==> config.mk <==
export PLATFORM = sky130hd
export DESIGN_NAME = jam_cost_table_flat
export DESIGN_NICKNAME = d
export VERILOG_FILES = /design/src/rtl/jam_cost_table_if.sv /design/src/rtl/jam_cost_table.sv /design/src/flat_wrapper.sv
export SDC_FILE = /design/constraint.sdc
export NUM_CORES = 1
export LEC_CHECK = 0
export BUFFER_PORTS_ARGS = -buffer_cell sky130_fd_sc_hd__buf_2
export CELL_PAD_IN_SITES_DETAIL_PLACEMENT = 1
export CELL_PAD_IN_SITES_GLOBAL_PLACEMENT = 1
export CORE_ASPECT_RATIO = 1.1
export CORE_UTILIZATION = 57
export DETAILED_ROUTE_END_ITERATION = 10
export PLACE_DENSITY_LB_ADDON = 0.1
export SETUP_SLACK_MARGIN = 0.4
export SLEW_MARGIN = 20
export SYNTH_ARGS = -nofsm -noshare
export SYNTH_HDL_FRONTEND = slang
export SYNTH_SLANG_ARGS = --single-unit
==> constraint.sdc <==
create_clock -name CLK -period 5.85 [get_ports CLK]
set_clock_uncertainty 0.1 [all_clocks]
set_input_delay 0.2925 -clock CLK [delete_from_list [all_inputs] [get_ports CLK]]
set_output_delay 0.2925 -clock CLK [all_outputs]
set_load 0.005 [all_outputs]
==> src/rtl/jam_cost_table_if.sv <==
// -----------------------------------------------------------------------------
// jam_cost_table_if
//
// Bundles every non-clock signal of the JAM cost-table responder.
//
// Host load stream (valid/ready):
//   in_valid  - host offers a cost word in in_data.
//   in_ready  - block takes a word this cycle.
//   in_data   - 7-bit cost word, row-major order (entry = W*8+J).
//   restart   - single-cycle request to reload the table and rerun.
//   A word is transferred on a rising edge where in_valid && in_ready are both
//   high and restart is low. in_data must be stable while in_valid is high.
//   The block never withdraws in_ready mid-load.
//
// Solver side:
//   W, J          - lookup indices from the solver.
//   Cost          - combinational cost of (W, J).
//   JAM_RST       - reset to the solver core.
//   JamMinCost    - solver result MinCost.
//   JamMatchCount - solver result MatchCount.
//   JamValid      - solver result valid (level).
//
// Results / status:
//   ResMinCost, ResMatchCount, ResValid - captured solver result.
//   AccessCnt - cycles spent in RUN (zero unless the counter is built in).
//   dbg_state - current controller state (LOAD=0, RUN=1, DONE=2).
//
// Modports: slave = the cost table, master = host/solver/testbench side.
// -----------------------------------------------------------------------------
interface jam_cost_table_if;
    logic        in_valid;
    logic        in_ready;
    logic [6:0]  in_data;
    logic        restart;
    logic [2:0]  W;
    logic [2:0]  J;
    logic [6:0]  Cost;
    logic        JAM_RST;
    logic [9:0]  JamMinCost;
    logic [3:0]  JamMatchCount;
    logic        JamValid;
    logic [9:0]  ResMinCost;
    logic [3:0]  ResMatchCount;
    logic        ResValid;
    logic [19:0] AccessCnt;
    logic [1:0]  dbg_state;

    modport slave (
        input  in_valid, in_data, restart, W, J,
               JamMinCost, JamMatchCount, JamValid,
        output in_ready, Cost, JAM_RST, ResMinCost, ResMatchCount,
               ResValid, AccessCnt, dbg_state
    );

    modport master (
        output in_valid, in_data, restart, W, J,
               JamMinCost, JamMatchCount, JamValid,
        input  in_ready, Cost, JAM_RST, ResMinCost, ResMatchCount,
               ResValid, AccessCnt, dbg_state
    );
endinterface

==> src/rtl/jam_cost_table.sv <==
// -----------------------------------------------------------------------------
// jam_cost_table
//
// Cost-table responder for the JAM job-assignment solver. Loads a 64-entry
// (8 workers x 8 jobs) table of 7-bit costs from a host stream, holds the
// solver in reset until the table is complete, answers (W, J) lookups
// combinationally and captures the solver's final MinCost/MatchCount.
//
// Ports:
//   CLK  - system clock, all state updates on the rising edge.
//   RST  - synchronous, active-high reset (clears the table too).
//   bus  - jam_cost_table_if.slave: host load stream, solver lookup and
//          result signals, captured results, access counter, debug state.
//
// Optional feature (macro JAM_COST_ACCESS_CNT_EN):
//   defined   - AccessCnt counts edges spent in RUN (including the capture
//               edge), saturates at 20'hFFFFF, freezes in DONE and clears
//               whenever LOAD is entered.
//   undefined - AccessCnt is tied to zero and no counter is built.
//
// States:
//   LOAD - accepting words, solver held in reset.
//   RUN  - solver running, waiting for JamValid.
//   DONE - result held until restart.
// -----------------------------------------------------------------------------
module jam_cost_table (
    input  logic              CLK,
    input  logic              RST,
    jam_cost_table_if.slave   bus
);

    typedef enum logic [1:0] {
        ST_LOAD = 2'd0,
        ST_RUN  = 2'd1,
        ST_DONE = 2'd2
    } state_e;

    state_e      state_q;
    state_e      state_d;

    logic [6:0]  mem_q [64];
    logic [5:0]  wr_ptr_q;
    logic [5:0]  wr_ptr_d;
    logic        wr_en;

    logic [9:0]  res_min_q;
    logic [9:0]  res_min_d;
    logic [3:0]  res_cnt_q;
    logic [3:0]  res_cnt_d;
    logic        res_valid_q;
    logic        res_valid_d;

    // -------------------------------------------------------------------------
    // Next-state and control
    // -------------------------------------------------------------------------
    always_comb begin
        state_d     = state_q;
        wr_ptr_d    = wr_ptr_q;
        wr_en       = 1'b0;
        res_min_d   = res_min_q;
        res_cnt_d   = res_cnt_q;
        res_valid_d = res_valid_q;

        case (state_q)
            ST_LOAD: begin
                // restart rewinds the pointer and suppresses any write that
                // cycle, even when a word is offered.
                if (bus.restart) begin
                    wr_ptr_d = '0;
                end else if (bus.in_valid) begin
                    wr_en    = 1'b1;
                    wr_ptr_d = wr_ptr_q + 6'd1;  // wraps to 0 after entry 63
                    if (wr_ptr_q == 6'd63) begin
                        state_d = ST_RUN;
                    end
                end
            end

            ST_RUN: begin
                // restart beats a simultaneous JamValid: no capture.
                if (bus.restart) begin
                    state_d     = ST_LOAD;
                    wr_ptr_d    = '0;
                    res_valid_d = 1'b0;
                end else if (bus.JamValid) begin
                    res_min_d   = bus.JamMinCost;
                    res_cnt_d   = bus.JamMatchCount;
                    res_valid_d = 1'b1;
                    state_d     = ST_DONE;
                end
            end

            ST_DONE: begin
                // Result is held; JamValid no longer matters.
                if (bus.restart) begin
                    state_d     = ST_LOAD;
                    wr_ptr_d    = '0;
                    res_valid_d = 1'b0;
                end
            end

            default: begin
                state_d  = ST_LOAD;
                wr_ptr_d = '0;
            end
        endcase
    end

    // -------------------------------------------------------------------------
    // State and result registers
    // -------------------------------------------------------------------------
    always_ff @(posedge CLK) begin
        if (RST) begin
            state_q     <= ST_LOAD;
            wr_ptr_q    <= '0;
            res_min_q   <= '0;
            res_cnt_q   <= '0;
            res_valid_q <= 1'b0;
        end else begin
            state_q     <= state_d;
            wr_ptr_q    <= wr_ptr_d;
            res_min_q   <= res_min_d;
            res_cnt_q   <= res_cnt_d;
            res_valid_q <= res_valid_d;
        end
    end

    // -------------------------------------------------------------------------
    // Cost table. Cleared only by RST; a restart reload simply overwrites it.
    // -------------------------------------------------------------------------
    always_ff @(posedge CLK) begin
        if (RST) begin
            for (int i = 0; i < 64; i++) begin
                mem_q[i] <= '0;
            end
        end else if (wr_en) begin
            mem_q[wr_ptr_q] <= bus.in_data;
        end
    end

    // -------------------------------------------------------------------------
    // Optional RUN-cycle counter
    // -------------------------------------------------------------------------
`ifdef JAM_COST_ACCESS_CNT_EN
    logic [19:0] acc_q;
    logic [19:0] acc_d;

    always_comb begin
        acc_d = acc_q;
        if (state_q != ST_LOAD && state_d == ST_LOAD) begin
            acc_d = '0;
        end else if (state_q == ST_RUN && acc_q != 20'hFFFFF) begin
            acc_d = acc_q + 20'd1;
        end
    end

    always_ff @(posedge CLK) begin
        if (RST) begin
            acc_q <= '0;
        end else begin
            acc_q <= acc_d;
        end
    end

    assign bus.AccessCnt = acc_q;
`else
    assign bus.AccessCnt = '0;
`endif

    // -------------------------------------------------------------------------
    // Outputs
    // -------------------------------------------------------------------------
    assign bus.in_ready      = (state_q == ST_LOAD);
    // Combinational so the solver comes out of reset on the first edge after
    // RUN is entered.
    assign bus.JAM_RST       = RST | (state_q == ST_LOAD);
    assign bus.Cost          = mem_q[{bus.W, bus.J}];
    assign bus.ResMinCost    = res_min_q;
    assign bus.ResMatchCount = res_cnt_q;
    assign bus.ResValid      = res_valid_q;
    assign bus.dbg_state     = state_q;

endmodule

==> src/flat_wrapper.sv <==
// flat-port wrapper written by rule: the top's interface ports become plain ports
module jam_cost_table_flat 
  (CLK, RST, bus_in_valid, bus_in_data, bus_restart, bus_W, bus_J, bus_JamMinCost, bus_JamMatchCount, bus_JamValid, bus_in_ready, bus_Cost, bus_JAM_RST, bus_ResMinCost, bus_ResMatchCount, bus_ResValid, bus_AccessCnt, bus_dbg_state);
  jam_cost_table_if bus_i ();
  input  logic CLK;
  input  logic RST;
  input wire logic [$bits(bus_i.in_valid)-1:0] bus_in_valid;
  input wire logic [$bits(bus_i.in_data)-1:0] bus_in_data;
  input wire logic [$bits(bus_i.restart)-1:0] bus_restart;
  input wire logic [$bits(bus_i.W)-1:0] bus_W;
  input wire logic [$bits(bus_i.J)-1:0] bus_J;
  input wire logic [$bits(bus_i.JamMinCost)-1:0] bus_JamMinCost;
  input wire logic [$bits(bus_i.JamMatchCount)-1:0] bus_JamMatchCount;
  input wire logic [$bits(bus_i.JamValid)-1:0] bus_JamValid;
  output wire logic [$bits(bus_i.in_ready)-1:0] bus_in_ready;
  output wire logic [$bits(bus_i.Cost)-1:0] bus_Cost;
  output wire logic [$bits(bus_i.JAM_RST)-1:0] bus_JAM_RST;
  output wire logic [$bits(bus_i.ResMinCost)-1:0] bus_ResMinCost;
  output wire logic [$bits(bus_i.ResMatchCount)-1:0] bus_ResMatchCount;
  output wire logic [$bits(bus_i.ResValid)-1:0] bus_ResValid;
  output wire logic [$bits(bus_i.AccessCnt)-1:0] bus_AccessCnt;
  output wire logic [$bits(bus_i.dbg_state)-1:0] bus_dbg_state;
  assign bus_i.in_valid = bus_in_valid;
  assign bus_i.in_data = bus_in_data;
  assign bus_i.restart = bus_restart;
  assign bus_i.W = bus_W;
  assign bus_i.J = bus_J;
  assign bus_i.JamMinCost = bus_JamMinCost;
  assign bus_i.JamMatchCount = bus_JamMatchCount;
  assign bus_i.JamValid = bus_JamValid;
  assign bus_in_ready = bus_i.in_ready;
  assign bus_Cost = bus_i.Cost;
  assign bus_JAM_RST = bus_i.JAM_RST;
  assign bus_ResMinCost = bus_i.ResMinCost;
  assign bus_ResMatchCount = bus_i.ResMatchCount;
  assign bus_ResValid = bus_i.ResValid;
  assign bus_AccessCnt = bus_i.AccessCnt;
  assign bus_dbg_state = bus_i.dbg_state;
  jam_cost_table u_core (.CLK(CLK), .RST(RST), .bus(bus_i));
endmodule
==> impl_metrics.toml, run 1 <==
[die]
initial_core_util_pct = 57.80
dieArea_sq_um = 39520
core_sq_um = 38190
die-width_um = 189.6
num_rows = 75
ios = 78
die_h_um = 208.4

[timing]
post-route-period-util_pct = 61.68
rsz0062_at_grt = "false"
finalHoldViolations = 0
max_slew_margin_pct = 32.18
tns_ns = 0
setup_viol = 0
hold_ws_ns = 0.1318
drv_slew = 0
fmax_mhz = 277.1
max_slew.worst_pin.slew_ns = 1.017
post-route-min-period_ns = 3.608

[global_routing]
antenna_found_initial = 1
gr-total-overflow = 0
grt_pass1_wl_mm = 86.97
track_usage_pct = 30.36
grt_max_degree = 78
grt_pass1_vias = 13980

[route]
num_vias = 12940
drt_iter0_drc = 1060
firstDrtPassIters = 8
wire_per_inst_um = 27.39
drtAntennaViolNets = 0
drc_errors = 0
drt-total-wl_mm = 57.75
via_per_inst = 6.139

[worst_hold_path]
hp-class = "input pin to flop"

[power_and_ir_drop]
power_leakage_nw = 8.568
power.density_nw_per_um2 = 303.7
max-vdd-ir-drop_mv = 0.2143

[cts]
clockBufferDepth = 3
cts_max_level = 2
numCtsBuffers = 49
cts_tree = "built"
postCtsSetupBuffers = 0
clock_latency_ns = 0.59
clock-sinks = 471
root_buffer = "clkbuf_16"
clk_pin_slew_ns = 0.06

[cells_and_area]
antennaDiodeCount = 0
layout-drive-gt1-share_pct = 19.96
layout_commonest_cell = "and2_1"
multi_input_area_sq_um = 7547
area_delta_synth_final_pct = 9.397
instances_no_fill = 2108
fin_nets = 1604
mostFrequentLayoutCells = "and2_1 (449), edfxtp_1 (448), mux4_2 (109)"
ff_latch_area_sq_um = 13910
nFillCells = 3499

[synth]
synth_seq_cells = 471
syn_inst = 1546
synth_cell_types = 45
synthArstFlopShare_pct = 0
yosys-top-cells-area = "edfxtp_1 (61%), and2_1 (13%), mux4_2 (11%)"
synth_edf_count = 448
avgSynthCellArea_sq_um = 14.28
ys_seq_area_share_pct = 63.03
netlist_area_sq_um = 22070
yosysWarnings = 0
synth_top_area_cell = "edfxtp_1"
ys.flop_type = "edfxtp_1"
yosysTopAreaCellShare_pct = 60.94

[critical_path]
arrival_ns = 3.22
path_buf_inv = 3
cp.required_ns = 5.46
path_class = "input pin to output port"
start_kind = "input pin"
cp_slowest_stage_delay_ns = 0.72
cp-end-kind = "output port"
crit_chain = "buf_6 -> buf_4 -> mux4_2 -> mux2i_1 -> o21ai_0 -> a21oi_1 -> o21ai_0 -> buf_2"
crit_family = "buffers and inverters"
cpMostUsedCell = "o21ai_0"
cp_slowest_cell = "buf_4"
worstPathMaxFanout = 71

[placement]
place.gp.congestion = 0.8021
portBuffers = 57
placed_cells = 2001
hpwlAfterDp_mm = 35.65

[flow_run]
max-cap-violations = 0

[run_status]
status = "finished, final reports clean"
worst min-delay path, cell delays in order:
cell,delay (ns)
buf_2,0.10
nand2b_1,0.12
nand2_1,0.07
a21oi_1,0.15
nor3_1,0.05
layout make-up:
cell class	count	area share [%]
repair buffers	85	2.321
multi-input cells	957	31.25
inverters	4	0.06217
clock buffers	71	5.678
clock inverters	20	0.4818
flip-flops and latches	471	57.61
well taps	500	2.591
routing by layer:
metal | routed length, um | share of wire [%] | vias to the layer above | global-route usage (%)
li1 | - | - | 5623 | -
met4 | 2313 | 4.0 | 0 | 13.57
met1 | 22220 | 38 | 6708 | 38.68
met2 | 29930 | 52 | 478 | 51.70
met3 | 3276 | 5.7 | 131 | 4.335
met5 | 0 | 0 | - | 0
sequential cells by signal, indices dropped and copies added, names as in the netlist:
signal	flops
u_core.bus.ResValid	1
u_core.bus.ResMinCost	10
u_core.mem_q	448
u_core.bus.dbg_state	2
u_core.bus.ResMatchCount	4
u_core.wr_ptr_q	6
what timing repair did:
item	4_1_cts	5_1_grt
hold buffers	16	0
resized for setup	0	0
hold endpoints to repair	17	0
endpoints found under the setup margin	0	0
stage by stage:
step	instance area (sq um)	utilization, %	setup WS [ns]	power, mW
2_1_floorplan	22150	-	3.535	4.253
4_1_cts	24150	63.23	2.220	7.368
3_5_place_dp	22500	58.92	2.247	4.433
6_report	24150	63.23	2.242	7.334
3_3_place_gp	22500	58.92	2.449	4.411
5_1_grt	24150	63.23	2.149	7.510
cells in the mapped netlist (5+ instances only):
master	count
and2_1	449
buf_1	8
nand3b_1	6
nor2_1	79
or2_2	69
nor3_1	11
o22ai_1	18
buf_4	26
or3_1	7
buf_6	7
a22oi_1	8
a21oi_1	34
mux2i_1	22
nor2b_1	5
buf_2	17
edfxtp_1	448
mux4_2	109
nand2_1	40
o21ai_0	19
clkbuf_1	75
nand3_1	12
dfxtp_1	23
cells by family (layout without fill, tap and decap cells):
logic type | Yosys count | in the layout | share of synthesized area [%]
simple gates | 696 | 696 | 18.48
compound gates | 101 | 101 | 2.777
mux | 135 | 135 | 12.32
buf+inv | 137 | 180 | 3.106
xor+xnor | 1 | 1 | 0.03968
fa+ha+maj | 4 | 4 | 0.2267
flops | 471 | 471 | 63.03
other cells | 1 | 20 | 0.01699
worst paths after layout:
kind,end,depth (start not counted),slack [ns],start
worst max-delay path,bus_Cost[2],8,2.24,bus_J[1]
worst max register to register,u_core.mem_q[59][4],7,2.37,u_core.bus.dbg_state[0]
worst min register to register,u_core.bus.ResMinCost[8],2,0.36,u_core.bus.ResMinCost[8]
worst min-delay path,u_core.wr_ptr_q[0],5,0.13,bus_in_valid
power by group:
| group | internal [mW] | total (mW) | switching, mW | leakage (nW) |
|---|---|---|---|---|
| logic | 0.194 | 0.499 | 0.305 | 3.26 |
| clock network | 1.67 | 2.96 | 1.29 | 0.730 |
| registers | 3.82 | 3.88 | 0.0564 | 4.57 |
| total | 5.68 | 7.33 | 1.65 | 8.57 |
Note: power is estimated with default switching activity, not from simulation.
==> run 2, diff against run 1 <==
ABC_AREA = 1   (was unset)
CORE_UTILIZATION = 44   (was 57)
clock period = 3 ns   (was 5.85 ns; I/O delays follow)
==> impl_metrics.toml, run 2 <==
[cells_and_area]
layout_commonest_cell = "nand2_1"
antennaDiodeCount = 0
nFillCells = 5464
area_delta_synth_final_pct = 15.37
fin_nets = 2387
layout-drive-gt1-share_pct = 13.05
stdcell_area_sq_um = 24920
mostFrequentLayoutCells = "nand2_1 (625), nor2_1 (464), edfxtp_1 (448)"
top_register = "u_core.mem_q"
largest_register_ffs = 448

[cts]
cts_tree = "built"
numCtsBuffers = 50
root_buffer = "clkbuf_16"
clock_latency_ns = 0.59
clock-sinks = 471
cts_max_level = 2
clockBufferDepth = 3
clk_pin_slew_ns = 0.06

[synth]
synth_cell_types = 26
yosysWarnings = 0
synth_edf_count = 448
synthArstFlopShare_pct = 0
syn_inst = 2308
synth_xor_area_share_pct = 0
yosysMostFrequentCell = "nand2_1"
yosys-top-cells-area = "edfxtp_1 (62%), nand2_1 (12%), nand3_1 (8.9%)"
synth_compound_area_share_pct = 1.071
synth_common_cells = "nand2_1 (707), nor2_1 (468), edfxtp_1 (448), nand3_1 (384), clkbuf_1 (117)"
avgSynthCellArea_sq_um = 9.360
synth_top_family_by_area = "simple AND/OR/NAND/NOR gates"
ys.flop_type = "edfxtp_1"
synthSimpleGateAreaFrac_pct = 30.10
ys_seq_area_share_pct = 64.40
yosysTopAreaCellShare_pct = 62.27
synth.area.mux_share_pct = 0
netlist_area_sq_um = 21600
synth_seq_cells = 471
synth_fa_ha_area_share_pct = 0.2317
synth_top_area_cell = "edfxtp_1"

[critical_path]
reg2reg_slack_ns = 0.47
crit_start = "u_core.bus.dbg_state[1]"
worstPathMaxFanout = 8
rr_endpoint = "u_core.mem_q[61][3]"
path_class = "flop to flop"
rr_worst_depth = 12
r2r_start = "u_core.bus.dbg_state[1]"
arrival_ns = 2.72
worstSetupEndpoint = "u_core.mem_q[61][3]"
start_kind = "flop"
cp.required_ns = 3.19
cp-end-kind = "flop"

[placement]
hpwlAfterDp_mm = 41.24
place.gp.congestion = 0.8375
portBuffers = 57
placed_area_sq_um = 22700

[route]
drt_iter0_drc = 1234
firstDrtPassIters = 7
via_per_inst = 5.448
drt-total-wl_mm = 66.59
num_vias = 16540
wire_per_inst_um = 21.93
drc_errors = 0
drtAntennaViolNets = 0

[timing]
finalHoldViolations = 0
max_slew_margin_pct = 30.12
post-route-min-period_ns = 2.534
max_slew.worst_pin.slew_ns = 1.048
tns_ns = 0
drv_slew = 0
rsz0062_at_grt = "true"
fmax_mhz = 394.7
post-route-period-util_pct = 84.46
setup_viol = 0

[power_and_ir_drop]
power_leakage_nw = 9.948
power.density_nw_per_um2 = 593.8
max-vdd-ir-drop_mv = 0.5011

[global_routing]
gr-total-overflow = 0
grt_max_degree = 148
antenna_found_initial = 0
grt_pass1_vias = 17030
grt_pass1_wl_mm = 100.4
track_usage_pct = 27.23

[die]
dieArea_sq_um = 49990
ios = 78
die-width_um = 213.3
initial_core_util_pct = 44.88
core_sq_um = 48140
die_h_um = 234.4
num_rows = 84

[run_status]
status = "finished, final reports clean"

[worst_hold_path]
hp-class = "input pin to flop"

[flow_run]
max-cap-violations = 0
-- run 2: cell count changes after synthesis, moves of 8 or more --
| cell | delta |
|---|---|
| and2_1 | -449 |
| mux4_2 | -109 |
| nand2_1 | +667 |
| a22oi_1 | -8 |
| nor3_1 | -8 |
| nand3_1 | +372 |
| a21oi_1 | -11 |
| inv_1 | +29 |
| mux2i_1 | -22 |
| clkbuf_1 | +42 |
| nor2_1 | +389 |
| o22ai_1 | -17 |
| or2_2 | -68 |
| inv_2 | +12 |
-- run 2: worst max-delay path: stages (launching register included) --
cell and delay [ns]:
dfxtp_2 0.34, inv_1 0.08, ha_2 0.18, inv_1 0.08, nor2_2 0.09, inv_2 0.06, nor2_4 0.17, clkinvlp_4 0.12
buf_4 0.16, nor4_4 0.23, buf_12 0.21, nand2_1 0.20, nand2_2 0.22
-- run 2: how the worst min path moves through the flow --
stage / start / endpoint / cells past startpoint
after floorplan: RST / u_core.bus.ResValid / 1
after global placement: bus_JamMinCost[3] / u_core.bus.ResMinCost[3] / 3
after detailed placement: u_core.bus.ResMinCost[7] / u_core.bus.ResMinCost[7] / 2
after CTS: bus_in_data[1] / u_core.mem_q[6][1] / 4
after global routing: bus_in_data[1] / u_core.mem_q[18][1] / 4
final: bus_in_data[1] / u_core.mem_q[15][1] / 4
-- run 2: timing repair --
action                     4_1_cts  5_1_grt
setup endpoints to repair      228      415
gates cloned                     0        0
pin swaps                        1        5
hold buffers                    20        0
hold endpoints to repair        30        0
setup buffers                    5        2
gates resized for setup         38       82
-- run 2: cell type report --
type                       instances  area (sq um)  area share, %
clock buffer                      62          1360          5.457
clock inverter                    30         239.0         0.9588
inverter                          45         180.2         0.7229
multi-input combinational       1642          7207          28.92
sequential                       471         13910          55.83
tap                              645         807.0          3.238
timing repair buffer             141          1216          4.880
-- run 2: logic make-up (layout without fill, tap and decap cells) --
| group | Yosys count | after routing |
|---|---|---|
| compound gates | 45 | 45 |
| fa+ha+maj | 4 | 4 |
| buf+inv | 214 | 278 |
| flops | 471 | 471 |
| other cells | 1 | 20 |
| simple gates | 1573 | 1573 |
-- run 2: per-stage QoR --
stage / hold slack [ns] / utilization [%] / total power [mW] / worst slack, ns / cells
3_3_place_gp: 0.3270 / 47.16 / 8.753 / 0.2919 / 2917
5_1_grt: 0.05045 / 51.78 / 15.24 / 0.3291 / 3036
3_5_place_dp: 0.3375 / 47.16 / 8.785 / 0.2510 / 2917
2_1_floorplan: 0.1191 / - / 8.304 / 0.6634 / 2327
6_report: 0.03299 / 51.78 / 14.80 / 0.4663 / 3036
4_1_cts: 0.04893 / 51.21 / 14.87 / 0.3819 / 3034
-- run 2: per-layer routing --
layer	share of wire, %	GRT usage [%]	wire length (um)	vias to the layer above
met2	52	49.16	34370	379
met3	4.9	3.562	3266	105
met1	41	34.11	27470	8294
met4	2.2	7.433	1479	0
met5	0	0	0	-
li1	-	-	-	7763
-- run 2: where the power goes --
group / total, mW / leakage, nW / internal (mW) / switching, mW
combinational: 1.24 / 4.35 / 0.330 / 0.908
sequential: 7.47 / 4.81 / 7.39 / 0.0748
clock: 6.09 / 0.784 / 3.48 / 2.62
==> run 3, diff against run 2 <==
clock period = 2.1 ns   (was 3 ns; I/O delays follow)
==> impl_metrics.toml, run 3 (synthesis results as in run 2) <==
[cells_and_area]
layout_commonest_cell = "nand2_1"
largest_register_ffs = 448
top_register = "u_core.mem_q"
mostFrequentLayoutCells = "nand2_1 (523), edfxtp_1 (448), nand3_1 (250)"
area_delta_synth_final_pct = 38.33
nFillCells = 4975
fin_nets = 2487
instances_no_fill = 3137
stdcell_area_sq_um = 29880
layout-drive-gt1-share_pct = 35.65

[critical_path]
cp-end-kind = "output port"
rr_endpoint = "u_core.mem_q[54][1]"
rr_worst_depth = 14
crit_family = "simple AND/OR/NAND/NOR gates"
cp_slowest_stage_delay_ns = 0.38
r2r_start = "u_core.bus.dbg_state[1]"
crit_chain = "nand2_1 -> nand3_1 -> nand3_2 -> nand2_1 -> nand2_2 -> nand3_1 -> nand3_1 -> nand2_4 -> buf_6"
reg2reg_slack_ns = -0.05
arrival_ns = 1.97
cpMostUsedCell = "nand3_1"
path_buf_inv = 1
cp.required_ns = 1.89
path_class = "flop to output port"
cp_slowest_cell = "edfxtp_1"
start_kind = "flop"
worstPathMaxFanout = 1

[die]
ios = 78
die_h_um = 234.4
initial_core_util_pct = 44.88
core_sq_um = 48140
num_rows = 84
die-width_um = 213.3
dieArea_sq_um = 49990

[route]
drc_errors = 0
wire_per_inst_um = 23.10
drt-total-wl_mm = 72.46
drtAntennaViolNets = 0
num_vias = 17240
drt_iter0_drc = 1128
firstDrtPassIters = 5
via_per_inst = 5.494

[placement]
portBuffers = 57
hpwlAfterDp_mm = 43.27
place.gp.congestion = 0.8160
placed_cells = 3006
placed_area_sq_um = 23470

[global_routing]
grt_pass1_wl_mm = 105.9
antenna_found_initial = 0
track_usage_pct = 28.48
grt_pass1_vias = 17970
gr-total-overflow = 0
grt_max_degree = 85

[worst_hold_path]
worstHoldStart = "bus_in_data[1]"
hp-class = "input pin to flop"
hold_depth = 4
min_to = "u_core.mem_q[2][1]"

[timing]
worst_slack_ns = -0.07511
fmax_mhz = 459.7
rsz0062_at_grt = "true"
finalHoldViolations = 3
post-route-period-util_pct = 103.6
max_slew.worst_pin.slew_ns = 0.9971
drv_slew = 0
post-route-min-period_ns = 2.175
max_slew_margin_pct = 33.46
hold_ws_ns = -0.02575
setup_viol = 63

[run_status]
status = "complete, but fails checks"
violations = "hold timing, setup timing"

[flow_run]
max-cap-violations = 0

[power_and_ir_drop]
power.density_nw_per_um2 = 750.0
max-vdd-ir-drop_mv = 0.9202
power_leakage_nw = 11.60

[cts]
clock-sinks = 471
clock_latency_ns = 0.59
cts_tree = "built"
clockBufferDepth = 3
cts_max_level = 2
clk_pin_slew_ns = 0.07
root_buffer = "clkbuf_16"
numCtsBuffers = 50
run 3: cell types whose count changed in the layout (fill, tap and decap cells not counted), sizes merged:
cell      previous run  this run
clkinv              24        25
clkinvlp             5         2
diode                0         1
bufinv               3         9
clkbuf              62        58
buf                121       221
run 3: tightest hold or removal path: stages:
cell	delay, ns
buf_2	0.08
inv_2	0.04
buf_12	0.18
nor2_1	0.15
run 3: per-stage QoR:
stage	utilization [%]	setup slack, ns	setup TNS [ns]	hold WS (ns)	total power [mW]
6_report	62.08	-0.07511	-1.358	-0.02575	22.41
4_1_cts	58.44	-0.07474	-5.298	0.0006504	22.26
5_1_grt	62.08	-0.1441	-19.61	0.01977	23.00
3_5_place_dp	48.76	-0.2780	-65.32	0.2989	12.62
2_1_floorplan	-	-0.2366	-73.57	0.07407	11.86
3_3_place_gp	48.76	-0.2141	-48.12	0.2840	12.57
run 3: how the worst max path moves through the flow:
stage	cells after the start	end	start	slack, ns
finish	9	bus_Cost[2]	u_core.mem_q[1][2]	-0.08
global route	9	bus_Cost[2]	u_core.mem_q[1][2]	-0.14
CTS	13	u_core.mem_q[29][2]	u_core.bus.dbg_state[1]	-0.07
detailed placement	12	u_core.mem_q[13][1]	u_core.bus.dbg_state[1]	-0.28
global placement	12	u_core.mem_q[37][0]	u_core.bus.dbg_state[0]	-0.21
floorplan	10	u_core.mem_q[13][0]	u_core.bus.dbg_state[0]	-0.24
run 3: power by group:
part	internal, mW	switching (mW)
Sequential	10.6	0.118
Combinational	0.694	1.61
Clock	5.67	3.75
Total	16.9	5.48
run 3: timing repair:
item	4_1_cts	5_1_grt
hold buffers	20	0
setup buffers	16	2
endpoints found under the hold margin	36	0
pin swaps	64	75
endpoints found under the setup margin	885	927
gates resized for setup	689	366
run 3: cell type report:
class                      instances  area [sq um]  share of cell area (%)
clock buffer                      58          1345                   4.501
sequential                       471         13920                   46.57
timing repair buffer             241          2663                   8.910
tap                              645         807.0                   2.701
inverter                          45         176.4                  0.5904
multi-input combinational       1642         10580                   35.41
antenna                            1         2.502                0.008374
clock inverter                    34         391.6                   1.311
run 3: metal layers:
metal	part of all wire (%)	GRT usage, %	vias to the layer above
met5	0	0	-
met4	3.2	8.527	0
met3	4.6	4.004	127
met2	51	49.90	439
met1	41	36.52	8668
li1	-	-	8001
